**config.mk**
```make
export PLATFORM = sky130hd
export DESIGN_NAME = line_drawer_core
export DESIGN_NICKNAME = d
export VERILOG_FILES = /design/src/rtl/line_drawer_core.sv
export SDC_FILE = /design/constraint.sdc
export NUM_CORES = 1
export LEC_CHECK = 0
export CAP_MARGIN = 10
export CORE_MARGIN = 2
export CORE_UTILIZATION = 45
export DETAILED_ROUTE_END_ITERATION = 10
export PLACE_DENSITY = 0.64
export SYNTH_ARGS = -nofsm -noshare
export SYNTH_HDL_FRONTEND = slang
export SYNTH_SLANG_ARGS = --single-unit
```
**constraint.sdc**
```tcl
create_clock -name clk -period 3.65 [get_ports clk]
set_input_delay 1.095 -clock clk [delete_from_list [all_inputs] [get_ports clk]]
set_output_delay 1.095 -clock clk [all_outputs]
set_load 0.005 [all_outputs]
```
**src/rtl/line_drawer_core.sv**
```systemverilog
// line_drawer_core: streams the pixels of a straight line, one per clock, using
// Bresenham stepping. A combinational reduction stage folds every octant into a
// left-to-right, |slope| <= 1 case; the registered stage walks that reduced line.
module line_drawer_core (
  input  logic       clk,
  input  logic       reset,
  input  logic       set,
  input  logic [9:0] x0,
  input  logic [8:0] y0,
  input  logic [9:0] x1,
  input  logic [8:0] y1,
  output logic [9:0] x,
  output logic [8:0] y,
  output logic       done
);

  // Reduction stage outputs
  logic [9:0]        w_y0_ext;
  logic [9:0]        w_y1_ext;
  logic [9:0]        w_adx;
  logic [9:0]        w_ady;
  logic              w_is_steep;
  logic [9:0]        w_h0;
  logic [9:0]        w_v0;
  logic [9:0]        w_h1;
  logic [9:0]        w_v1;
  logic [9:0]        w_start_h;
  logic [9:0]        w_end_h;
  logic [9:0]        w_start_v;
  logic [9:0]        w_end_v;

  // Slope terms derived from the reduced endpoints
  logic [9:0]        w_dx;
  logic [9:0]        w_dy;
  logic              w_ystep_neg;
  logic signed [11:0] w_err_init;
  logic signed [11:0] w_e;

  // Stepping state
  logic [9:0]        r_cur_h;
  logic [9:0]        r_cur_v;
  logic [9:0]        r_end_h;
  logic [9:0]        r_dx;
  logic [9:0]        r_dy;
  logic              r_ystep_neg;
  logic signed [11:0] r_err;
  logic              r_is_steep;

  // Steep swap, then left-to-right ordering of the two endpoints
  always_comb begin
    w_y0_ext   = {1'b0, y0};
    w_y1_ext   = {1'b0, y1};
    w_adx      = (x1 >= x0) ? (x1 - x0) : (x0 - x1);
    w_ady      = (w_y1_ext >= w_y0_ext) ? (w_y1_ext - w_y0_ext) : (w_y0_ext - w_y1_ext);
    w_is_steep = (w_ady > w_adx);

    if (w_is_steep) begin
      w_h0 = w_y0_ext;
      w_v0 = x0;
      w_h1 = w_y1_ext;
      w_v1 = x1;
    end else begin
      w_h0 = x0;
      w_v0 = w_y0_ext;
      w_h1 = x1;
      w_v1 = w_y1_ext;
    end

    if (w_h0 > w_h1) begin
      w_start_h = w_h1;
      w_start_v = w_v1;
      w_end_h   = w_h0;
      w_end_v   = w_v0;
    end else begin
      w_start_h = w_h0;
      w_start_v = w_v0;
      w_end_h   = w_h1;
      w_end_v   = w_v1;
    end
  end

  // Load-time slope terms and the per-step error candidate
  always_comb begin
    w_dx        = w_end_h - w_start_h;
    w_dy        = (w_end_v >= w_start_v) ? (w_end_v - w_start_v) : (w_start_v - w_end_v);
    w_ystep_neg = !(w_end_v > w_start_v);
    w_err_init  = 12'sd0 - $signed({3'b000, w_dx[9:1]});
    w_e         = r_err + $signed({2'b00, r_dy});
  end

  // Bresenham stepping; set always wins and restarts from the new start pixel
  always_ff @(posedge clk or posedge reset) begin
    if (reset) begin
      r_cur_h     <= '0;
      r_cur_v     <= '0;
      r_end_h     <= '0;
      r_dx        <= '0;
      r_dy        <= '0;
      r_ystep_neg <= 1'b0;
      r_err       <= '0;
      r_is_steep  <= 1'b0;
    end else if (set) begin
      r_cur_h     <= w_start_h;
      r_cur_v     <= w_start_v;
      r_end_h     <= w_end_h;
      r_dx        <= w_dx;
      r_dy        <= w_dy;
      r_ystep_neg <= w_ystep_neg;
      r_err       <= w_err_init;
      r_is_steep  <= w_is_steep;
    end else if (r_cur_h != r_end_h) begin
      r_cur_h <= r_cur_h + 10'd1;
      if (w_e >= 0) begin
        r_cur_v <= r_ystep_neg ? (r_cur_v - 10'd1) : (r_cur_v + 10'd1);
        r_err   <= w_e - $signed({2'b00, r_dx});
      end else begin
        r_err   <= w_e;
      end
    end
  end

  // Undo the steep swap on the way out; done follows the state directly
  always_comb begin
    if (r_is_steep) begin
      x = r_cur_v;
      y = r_cur_h[8:0];
    end else begin
      x = r_cur_h;
      y = r_cur_v[8:0];
    end
    done = (r_cur_h == r_end_h);
  end

endmodule

```
## Word level (Yosys, flattened, before mapping)

Cells that the tools add are included.

- Register bits: 64
- Word-level logic and storage cells: 56
- Input port bits: 41

- $lt $le $gt $ge: 7
- Reduce and logical (&&, ||, !) cells: 4
- $add $sub $neg: 13
- Eq/ne operators: 2
- Muxes and demuxes: 22

Operators with widths:

| kind | count |
|---|---|
| 10-bit two-way mux | 18 |
| 10-bit subtractor | 5 |
| 12-bit two-way mux | 3 |
| 10-bit > comparator | 3 |
| 10-bit by 1-bit adder with 10-bit output, second input constant | 2 |
| 10-bit >= comparator | 2 |
| 9-bit by 9-bit subtractor with 10-bit output | 2 |
| 12-bit by 11-bit adder with 12-bit output | 1 |
| 12-bit by 1-bit >= comparator with 1-bit output, second input constant | 1 |
| 12-bit by 11-bit subtractor with 12-bit output | 1 |
| 10-bit equality test | 1 |
| 10-bit != test | 1 |
| 1-bit by 9-bit subtractor with 10-bit output, first input constant | 1 |
| 10-bit by 1-bit subtractor with 10-bit output, second input constant | 1 |
| 9-bit >= comparator | 1 |
| 9-bit two-way mux | 1 |
| 2-bit nonzero test | 2 |
| 2-bit AND reduction | 1 |
| 1-bit logical NOT | 1 |

## Longest topological paths before layout

Gate-level depths: netlist of the first run.

- Depth in word-level cells: 9
- Depth in mapped cells: 60
- Gate-level depth less buffers: 51

## Worst setup path after synthesis of the first run

No wires, ideal clock.

- Kind: input to register
- Start: input port x1[0]
- End: register r_dy[9]
- Arrival time: 11.974 ns
- Buffers on the path: 10
- Required time: 3.525 ns
- Setup slack: -8.449 ns
- Cell stages on the path: 57
- Path through: inv_1 ha_1 inv_1 fa_1 a21o_1 a21oi_1 o21bai_1 a211oi_1 o21bai_1 a21o_1 a21o_1 a21oi_1 clkbuf_1 mux2_2 a221oi_1 o21ai_0 xnor2_1 ha_1 (+21 left out) ha_1 inv_1 fa_1 a21o_1 a21o_1 a21o_1 a21oi_1 o21ai_0 a21oi_1 o21bai_1 a211o_1 clkbuf_1 buf_1 mux2i_1 o221ai_1 a31oi_1 xnor2_1 mux2_2

- Cells in the longest elaborated chain, start to end: 8
- Elaborated cells on any way between the ends: 16
- Classes of those cells: add/sub (4); order compare (4); mux (8)

RTL lines:

| element | line | RTL |
|---|---|---|
| from (decl) | 10 | `input logic [9:0] x1,` |
| 10-bit subtractor or 10-bit >= comparator (tied branches) | 53 | `w_adx = (x1 >= x0) ? (x1 - x0) : (x0 - x1);` |
| 10-bit two-way mux | 53 |  |
| 10-bit > comparator | 55 | `w_is_steep = (w_ady > w_adx);` |
| 10-bit two-way mux | 57 | `if (w_is_steep) begin` |
| 10-bit > comparator | 69 | `if (w_h0 > w_h1) begin` |
| 10-bit two-way mux | 69 |  |
| 10-bit subtractor or 10-bit >= comparator (tied branches) | 85 | `w_dy = (w_end_v >= w_start_v) ? (w_end_v - w_start_v) : (w_start_v - w_end_v);` |
| 10-bit two-way mux (*) | 85 |  |
| to (signal assigned) | 107 | `r_dy <= w_dy;` |
| to (decl) | 44 | `logic [9:0] r_dy;` |

Every way passes the cells marked *; elsewhere a longest branch is shown, timed or not.
A chain may end at the register's enable or synchronous reset.

## Worst setup path in the final report of the first run

- Start: input port y1[0]
- End: register r_dy[9]

- Cells in the longest elaborated chain, start to end: 8
- Elaborated cells on any way between the ends: 16
- Classes of those cells: add/sub (4); order compare (4); mux (8)

RTL lines:

| element | line | RTL |
|---|---|---|
| from (decl) | 11 | `input logic [8:0] y1,` |
| 9-bit by 9-bit subtractor with 10-bit output or 9-bit >= comparator (tied branches) | 54 | `w_ady = (w_y1_ext >= w_y0_ext) ? (w_y1_ext - w_y0_ext) : (w_y0_ext - w_y1_ext);` |
| 10-bit two-way mux | 54 |  |
| 10-bit > comparator | 55 |  |
| 10-bit two-way mux | 57 |  |
| 10-bit > comparator | 69 |  |
| 10-bit two-way mux | 69 |  |
| 10-bit subtractor or 10-bit >= comparator (tied branches) | 85 |  |
| 10-bit two-way mux (*) | 85 |  |

Marked as above.

==> results of run 1 <==
[worst min-delay path: stages, from the launching register on]
cell,delay (ps)
dfrtp_1,320
inv_1,60
o21ai_2,100
[area by class of cell]
| type | instances | area, um2 | share of cell area (%) |
|---|---|---|---|
| Multi-Input combinational cell | 939 | 7990 | 54.7 |
| Timing Repair Buffer | 456 | 3930 | 26.9 |
| Sequential cell | 64 | 1600 | 11.0 |
| Inverter | 112 | 440 | 3.01 |
| Tap cell | 265 | 332 | 2.27 |
| Clock buffer | 9 | 225 | 1.54 |
| Clock inverter | 7 | 101 | 0.693 |
[what timing repair did]
item,in CTS,in global routing
cloned,3,0
hold endpoints to repair,0,0
pin swaps,100,76
setup endpoints to repair,64,64
buffers inserted,79,32
resized for setup,216,119
[registers in the layout, indices dropped and copies added, names as in the netlist]
register,flops
r_is_steep,1
r_dx,10
r_cur_v,10
r_err,12
r_ystep_neg,1
r_end_h,10
r_dy,10
r_cur_h,10
[per-stage QoR]
step	hold slack [ps]	instances	TNS, ps	util (%)	setup WS (ps)
3_3_place_gp	488	1731	-356280	62.3	-7310
6_report	512	1852	-301780	74.9	-6440
5_1_grt	545	1852	-317710	74.9	-6780
4_1_cts	521	1824	-284800	71.3	-6110
3_5_place_dp	499	1731	-360530	62.3	-7510
2_1_floorplan	459	1170	-296610	-	-6600
[cell usage in the layout, fill, tap and decap left out, types with 41 or more instances in the layout]
cell type	count
a21oi_2	41
a21oi_1	73
dfrtp_1	64
nor2_1	78
inv_1	99
buf_6	46
nand2_1	106
ha_1	91
xnor2_1	47
buf_4	336
clkdlybuf4s50_1	48
[routing by layer]
layer  track usage (%)  part of all wire, %  vias up
met5                 0                    0        -
met4              14.0                  5.5        0
met3              4.43                  6.2      131
met2              53.1                   47      450
met1              40.3                   41     5016
li1                  -                    -     4925
[cells by family after synthesis]
kind of cell               after synthesis  synth area share (%)
AOI/OAI and AO/OA                      346                  24.0
xor gates and xnor gates                82                  8.25
adders and majority gates              117                  17.0
buffers and inverters                  167                  7.18
DFF                                     64                  17.8
muxes                                   87                  10.3
and+or+nand+nor                        307                  15.5
[worst max path at each step]
stage / start / endpoint
after floorplan: x1[0] / r_dy[9]
after CTS: x1[0] / r_dy[9]
after detailed placement: x1[0] / r_dy[9]
final: y1[0] / r_dy[9]
after global placement: x1[0] / r_dy[9]
after global routing: y1[0] / r_dy[9]
==> impl_results.md, run 1 <==
* Max Fclk at a little under 100 MHz
* Origin of the worst min-delay path: r_dx[2]
* Routed len/inst at a little under 20 um
* Ys flop type: dfrtp_1
* Total CTS buffers at 9
* Dpl cell area at approximately 12000 um2
* Tightest Hold Check Type: reg2reg
* Cell accounting for the most synthesized area: dfrtp_1
* Die Height at approximately 150 um
* Number of enable flip-flop cells after synthesis at 0
* RR Startpoint: r_dy[0]
* Hold Vio Cnt, Final at 0
* Die X at approximately 150 um
* Skew-Pair Late Insertion Delay at ~340 ps
* Synth area leaders: dfrtp_1, ha_1, a21oi_1, mux2i_1, nand2_1
* Crit Path Max Fanout at 7
* FF+latch count, synth at 64
* CTS tree: built
* Synth warn at 0
* Crit path buf inv count at 9
* Synth cell types at 66
* CP Depth at 52
* Failing checks: negative setup slack
* Setup WS post-layout at -6440 ps
* HPWL Detailed at around 25 mm
* Final slew viol count at 0
* Crit Path Category: in2reg
* Post-synthesis sequential area ratio at about 18%
* Die ar. at ~21000 um2
* Net Count, Synth at between 1000 and 1500
* FFs w/ async S/R, synth at 100%
* Fin nets at 1737
* DRC at 0
* Initial DRC count at between 1000 and 1500
* Critical Path Sink Type: flop
* Design area at between 10000 and 15000 um2
* CTS clk-pin slew, worst paths at ~60 ps
* Tot GR Track Use at a little under a third
* Antenna Nets Post-Route at 0
* Worst Hold Depth at 2
* Slowest stage delay, CP at approximately 560 ps
* Count leader, synth: nand2_1
* Clock period minus final worst setup slack at 10090 ps
* Layout area overhead at 62.9%
* Port bufs at 60
* # rows at 51
* Final wirelength at 35.9 mm
* Worst R2R End: r_err[10]
* Commonest cells in the synthesized netlist: nand2_1, a21oi_1, inv_1, ha_1, nor2_1
* Status: complete, but fails checks
* Rel. slew slack at 48.8%
* Syn Inst Count at 1170
* Via density at about 5.7
* Io pins at 61
* Vias at approximately 11000
* Initial Util at between 40% and 50%
* Core ar. at between 15000 and 20000 um2
* H-tree lvl count at 3
* Vias in the first global route at approximately 10000
* Crit path launch type: primary input
* Slew @ Worst Pin at ~770 ps
* Pre-antenna DRT Iters at 5
* WP data arrival at between 10000 and 15000 ps
* Critical Path RT at between 3000 and 4000 ps
* Fin Clk Skew at 13.7 ps
* Worst R2R Setup Slack at -190 ps
* Maxcap violations at 0
* Largest net degree at the start of global routing at 65
* Placer congestion estimate at 1.01
* Initial antenna violation count at 0
* Mapped Avg Cell Area at between 7 and 8 um2
* Final Setup Violations at 64
* Total grt overflow at 0
* CP dominant cell by count: a21oi_2
* Yosys top cell area share at approximately 18%
* # hold bufs at CTS at 0
* Global-route wire length before repair at 53.3 mm
* Root Buffer: clkbuf_16
* CTS sink count at between 60 and 70
* RSZ-0062 raised after global routing: yes
* Hold Path Sink: r_dx[2]
* Share of layout cells above drive strength 1 at 42.3%
* Diodes inserted at 0
* CP max stage cell: or4_4
* Top Family by Delay on Critical Path: compound AO/OA/AOI/OAI gates
* CTS max path bufs at 2
* Tcrit/Tclk final at 276%
* Fill cells at ~1400
* R2R depth at 16
* Post-synthesis cell area at between 8000 and 9000 um2
Power of run 1 is not shown: default switching activity piles up to over one toggle a cycle in this logic, so the estimate is an artifact.
==> run 2: changes to the inputs <==
- CORE_MARGIN: 2 -> unset
==> impl_results.md, run 2 (synthesis gave the netlist of run 1 again) <==
* Status: complete, but fails checks
* Failing checks: negative setup slack
* Tot GR Track Use at about a third
* Global-route wire length before repair at roughly 50 mm
* Skew-Pair Late Insertion Delay at around 340 ps
* Pre-antenna DRT Iters at 6
* Maxcap violations at 0
* Share of layout cells above drive strength 1 at approximately 39%
* Slew @ Worst Pin at between 700 and 800 ps
* Hold Path Sink: r_dx[0]
* Origin of the worst min-delay path: r_dx[0]
* Initial antenna violation count at 0
* CTS max path bufs at 2
* Total CTS buffers at 9
* Rel. slew slack at 50.7%
* Biggest register: r_err
* Tcrit/Tclk final at 267%
* Port bufs at 60
* Final wirelength at between 30 and 40 mm
* Commonest non-fill, non-tap cell in the layout: buf_4
* RSZ-0062 raised after global routing: yes
* Setup WS post-layout at -6090 ps
* Layout area overhead at 55.9%
* Fin nets at between 1500 and 2000
* Diodes inserted at 0
* Largest net degree at the start of global routing at between 90 and 100
* Max reg flops at 12
* Worst R2R Setup Slack at -10 ps
* Crit Path Category: in2reg
* Final slew viol count at 0
* Setup WS pre-CTS at -7090 ps
* Fill cells at 1502
* Via density at about 5.6
* Die X at roughly 140 um
* Vias at around 10000
* HPWL Detailed at about 25 mm
* Fin Clk Skew at around 9.1 ps
* Die Height at approximately 140 um
* Final TNS setup at -270970 ps
* Worst R2R End: r_err[9]
* Core ar. at a little under 20000 um2
* Critical Path RT at 3880 ps
* Critical Path Sink Type: flop
* Clock period minus final worst setup slack at roughly 10000 ps
* Tightest Hold Check Type: reg2reg
* Root Buffer: clkbuf_16
* Max Fclk at about 100 MHz
* CP max stage cell: or4_4
* Antenna Nets Post-Route at 0
* Final Setup Violations at 64
* Initial DRC count at about 770
* H-tree lvl count at 3
* Initial Util at 46.0%
* Cell Count, Final, Fillers Out at 1806
* Routed len/inst at 18.3 um
* Final core utilization at 71.7%
* Crit Path Max Fanout at 7
* # rows at 51
* Worst Hold Depth at 2
* Hold Vio Cnt, Final at 0
* DRC at 0
* R2R depth at 15
* WP data arrival at 9970 ps
* CTS tree: built
* Placed insts at approximately 1700
* Total grt overflow at 0
* CTS clk-pin slew, worst paths at approximately 60 ps
* Vias in the first global route at between 9000 and 10000
* CTS sink count at 64
* RR Startpoint: r_dy[0]
* Placer congestion estimate at 1.03
* Commonest non-fill, non-tap cells in the layout: buf_4, nand2_1, inv_1
* Die ar. at just over 20000 um2
* Crit path launch type: primary input
* Io pins at 61
* Slowest stage delay, CP at 580 ps
## run 2: cell types whose count changed in the layout (fill, tap and decap cells not counted), sizes merged
cell | before | now
clkdlybuf4s50 | 48 | 46
bufinv | 2 | 0
buf | 398 | 353
inv | 115 | 114
dlygate4sd2 | 7 | 4
clkdlybuf4s15 | 1 | 2
clkinvlp | 2 | 1
clkinv | 0 | 2
clkbuf | 10 | 13
bufbuf | 1 | 0
dlymetal6s2s | 0 | 3
## run 2: worst max-delay path, delay by kind of cell
family / cells / cell delay, ps
AOI/OAI and AO/OA: 22 / 3960
and+or+nand+nor: 11 / 1970
adders and majority gates: 5 / 1480
buffers and inverters: 5 / 660
muxes: 3 / 530
xor gates and xnor gates: 2 / 240
## run 2: routing by layer
metal,track usage [%],vias up,routed length (um)
met1,41.6,4753,14000
met3,3.62,111,1850
li1,-,4832,-
met4,15.4,0,1810
met2,52.6,389,15300
met5,0,-,0
## run 2: worst max-delay path by stage
stage | from | to | cells after the start
global placement | x1[0] | r_dy[1] | 53
CTS | x1[0] | r_dy[9] | 51
global route | y0[3] | r_dy[9] | 50
floorplan | x1[0] | r_dy[9] | 58
detailed placement | x1[0] | r_dy[9] | 52
finish | y0[1] | r_dy[9] | 48
## run 2: metrics by stage
step	hold slack, ps	instance area [um2]
2_1_floorplan	459	9380
3_3_place_gp	499	12100
3_5_place_dp	501	12100
4_1_cts	513	13500
5_1_grt	549	14000
6_report	503	14000
## run 2: layout make-up
type                            instances  area [um2]  share of cell area, %
Clock buffer                           11         253                   1.81
Clock inverter                          5        38.8                  0.277
Inverter                              112         438                   3.13
Multi-Input combinational cell        939        7860                   56.2
Sequential cell                        64        1600                   11.4
Tap cell                              265         332                   2.37
Timing Repair Buffer                  410        3470                   24.8
## run 2: timing repair
action,4_1_cts,5_1_grt
resized for setup,213,75
buffers inserted,50,12
pin swaps,79,40
gates cloned,1,0
hold buffers,0,0
endpoints found under the setup margin,64,64
Power of run 2 is left out for the same reason.
==> run 3: changes to the inputs <==
- CAP_MARGIN: 10 -> unset
- clock period: 3.65 -> 9.5 ns (I/O delays scaled with it)
==> impl_results.md, run 3 (synthesis gave the netlist of run 1 again) <==
* Via density at approximately 5.6
* CTS max path bufs at 2
* Total grt overflow at 0
* Port bufs at 60
* Root Buffer: clkbuf_16
* Largest net degree at the start of global routing at between 90 and 100
* Tcrit/Tclk final at 123%
* # rows at 51
* Core ar. at between 15000 and 20000 um2
* Maxcap violations at 0
* Slew @ Worst Pin at roughly 980 ps
* Diodes inserted at 0
* CP dominant cell by count: buf_4
* Pre-antenna DRT Iters at 5
* Skew-Pair Late Insertion Delay at ~340 ps
* Die ar. at 20500 um2
* Met2 Resource Use GR at around 53%
* RSZ-0062 raised after global routing: yes
* Max reg flops at 12
* Die Height at 143 um
* Tightest Hold Check Type: reg2reg
* Rel. slew slack at about a third
* Crit Path Category: in2reg
* Commonest non-fill, non-tap cell in the layout: buf_4
* Final wirelength at about 32 mm
* GR Util met3 at under 10%
* Fin nets at roughly 1700
* CTS tree: built
* Final Setup Violations at 33
* Fin Clk Skew at ~12 ps
* CTS clk-pin slew, worst paths at 50 ps
* Final TNS setup at -36740 ps
* CP max stage cell: or4_4
* DRC at 0
* CTS sink count at 64
* Vias in the first global route at roughly 9500
* Die X at around 140 um
* Status: complete, but fails checks
* Final slew viol count at 0
* Share of layout cells above drive strength 1 at approximately a third
* Crit Path Max Fanout at 7
* Layout area overhead at 48.4%
* Slowest stage delay, CP at roughly 560 ps
* Placer congestion estimate at around 1.1
* H-tree lvl count at 3
* Hold Vio Cnt, Final at 0
* Global-route wire length before repair at roughly 50 mm
* Initial Util at a little under half
* Critical Path RT at 9720 ps
* Initial antenna violation count at 0
* Tot GR Track Use at around a third
* Initial DRC count at 716
* Gr busiest metal: met2
* Met1 Use GR at between 40% and 50%
* Crit path launch type: primary input
* Io pins at slightly above 60
* Max Fclk at 85.8 MHz
* WP data arrival at approximately 12000 ps
* Biggest register: r_err
* Commonest non-fill, non-tap cells in the layout: buf_4, nand2_1, inv_1
* Routed len/inst at about 18 um
* HPWL Detailed at 25.2 mm
* Total CTS buffers at 9
* Critical Path Sink Type: flop
* # hold bufs at CTS at 0
* Antenna Nets Post-Route at 0
* Clock period minus final worst setup slack at around 12000 ps
* Vias at 9868
* Setup WS post-layout at -2150 ps
* Failing checks: negative setup slack
-- run 3: area by class of cell --
cell class | count | area, um2
Multi-Input combinational cell | 940 | 7550
Fill cell | 1650 | 6200
Timing Repair Buffer | 374 | 3110
Sequential cell | 64 | 1600
Inverter | 112 | 435
Tap cell | 265 | 332
Clock buffer | 11 | 243
Clock inverter | 5 | 56.3
-- run 3: per-layer routing --
metal / up-vias / part of all wire, %
met5: - / 0
met3: 76 / 5.0
met4: 0 / 3.5
li1: 4768 / -
met1: 4673 / 44
met2: 351 / 48
-- run 3: what timing repair did --
item / in CTS / in global routing
setup endpoints to repair: 62 / 58
gates resized for setup: 98 / 92
cloned: 0 / 2
buffers inserted: 30 / 21
pin swaps: 59 / 45
-- run 3: final timing paths --
check                                 from          to  slack (ps)  cells after the start
worst min-delay path            r_end_h[3]  r_end_h[3]         530                      1
worst max-delay path                 y0[3]     r_dy[9]       -2150                     53
min in group asynchronous            reset   r_err[10]        3100                      3
max in group asynchronous            reset    r_err[0]        5860                      3
worst min register to register  r_end_h[3]  r_end_h[3]         530                      1
worst max register to register     r_dy[0]   r_err[10]        5710                     16
-- run 3: worst max-delay path: cells and delay by family --
family	cells	cell delay [ps]
buffers and inverters	11	1770
AO/OA/AOI/OAI	17	2490
multiplexers	3	670
adder cells (fa/ha/maj)	5	1410
XOR/XNOR	1	90
AND/OR/NAND/NOR	16	2580
-- run 3: stage by stage --
stage | setup slack [ps] | instances | cell area (um2) | hold WS [ps] | util (%)
floorplan | -2510 | 1170 | 9280 | 459 | -
global placement | -3100 | 1709 | 11900 | 508 | 61.1
detailed placement | -3280 | 1709 | 11900 | 516 | 61.1
CTS | -2020 | 1752 | 12800 | 529 | 65.3
global route | -2540 | 1771 | 13300 | 538 | 68.2
finish | -2150 | 1771 | 13300 | 526 | 68.2
Power of run 3 is left out for the same reason.
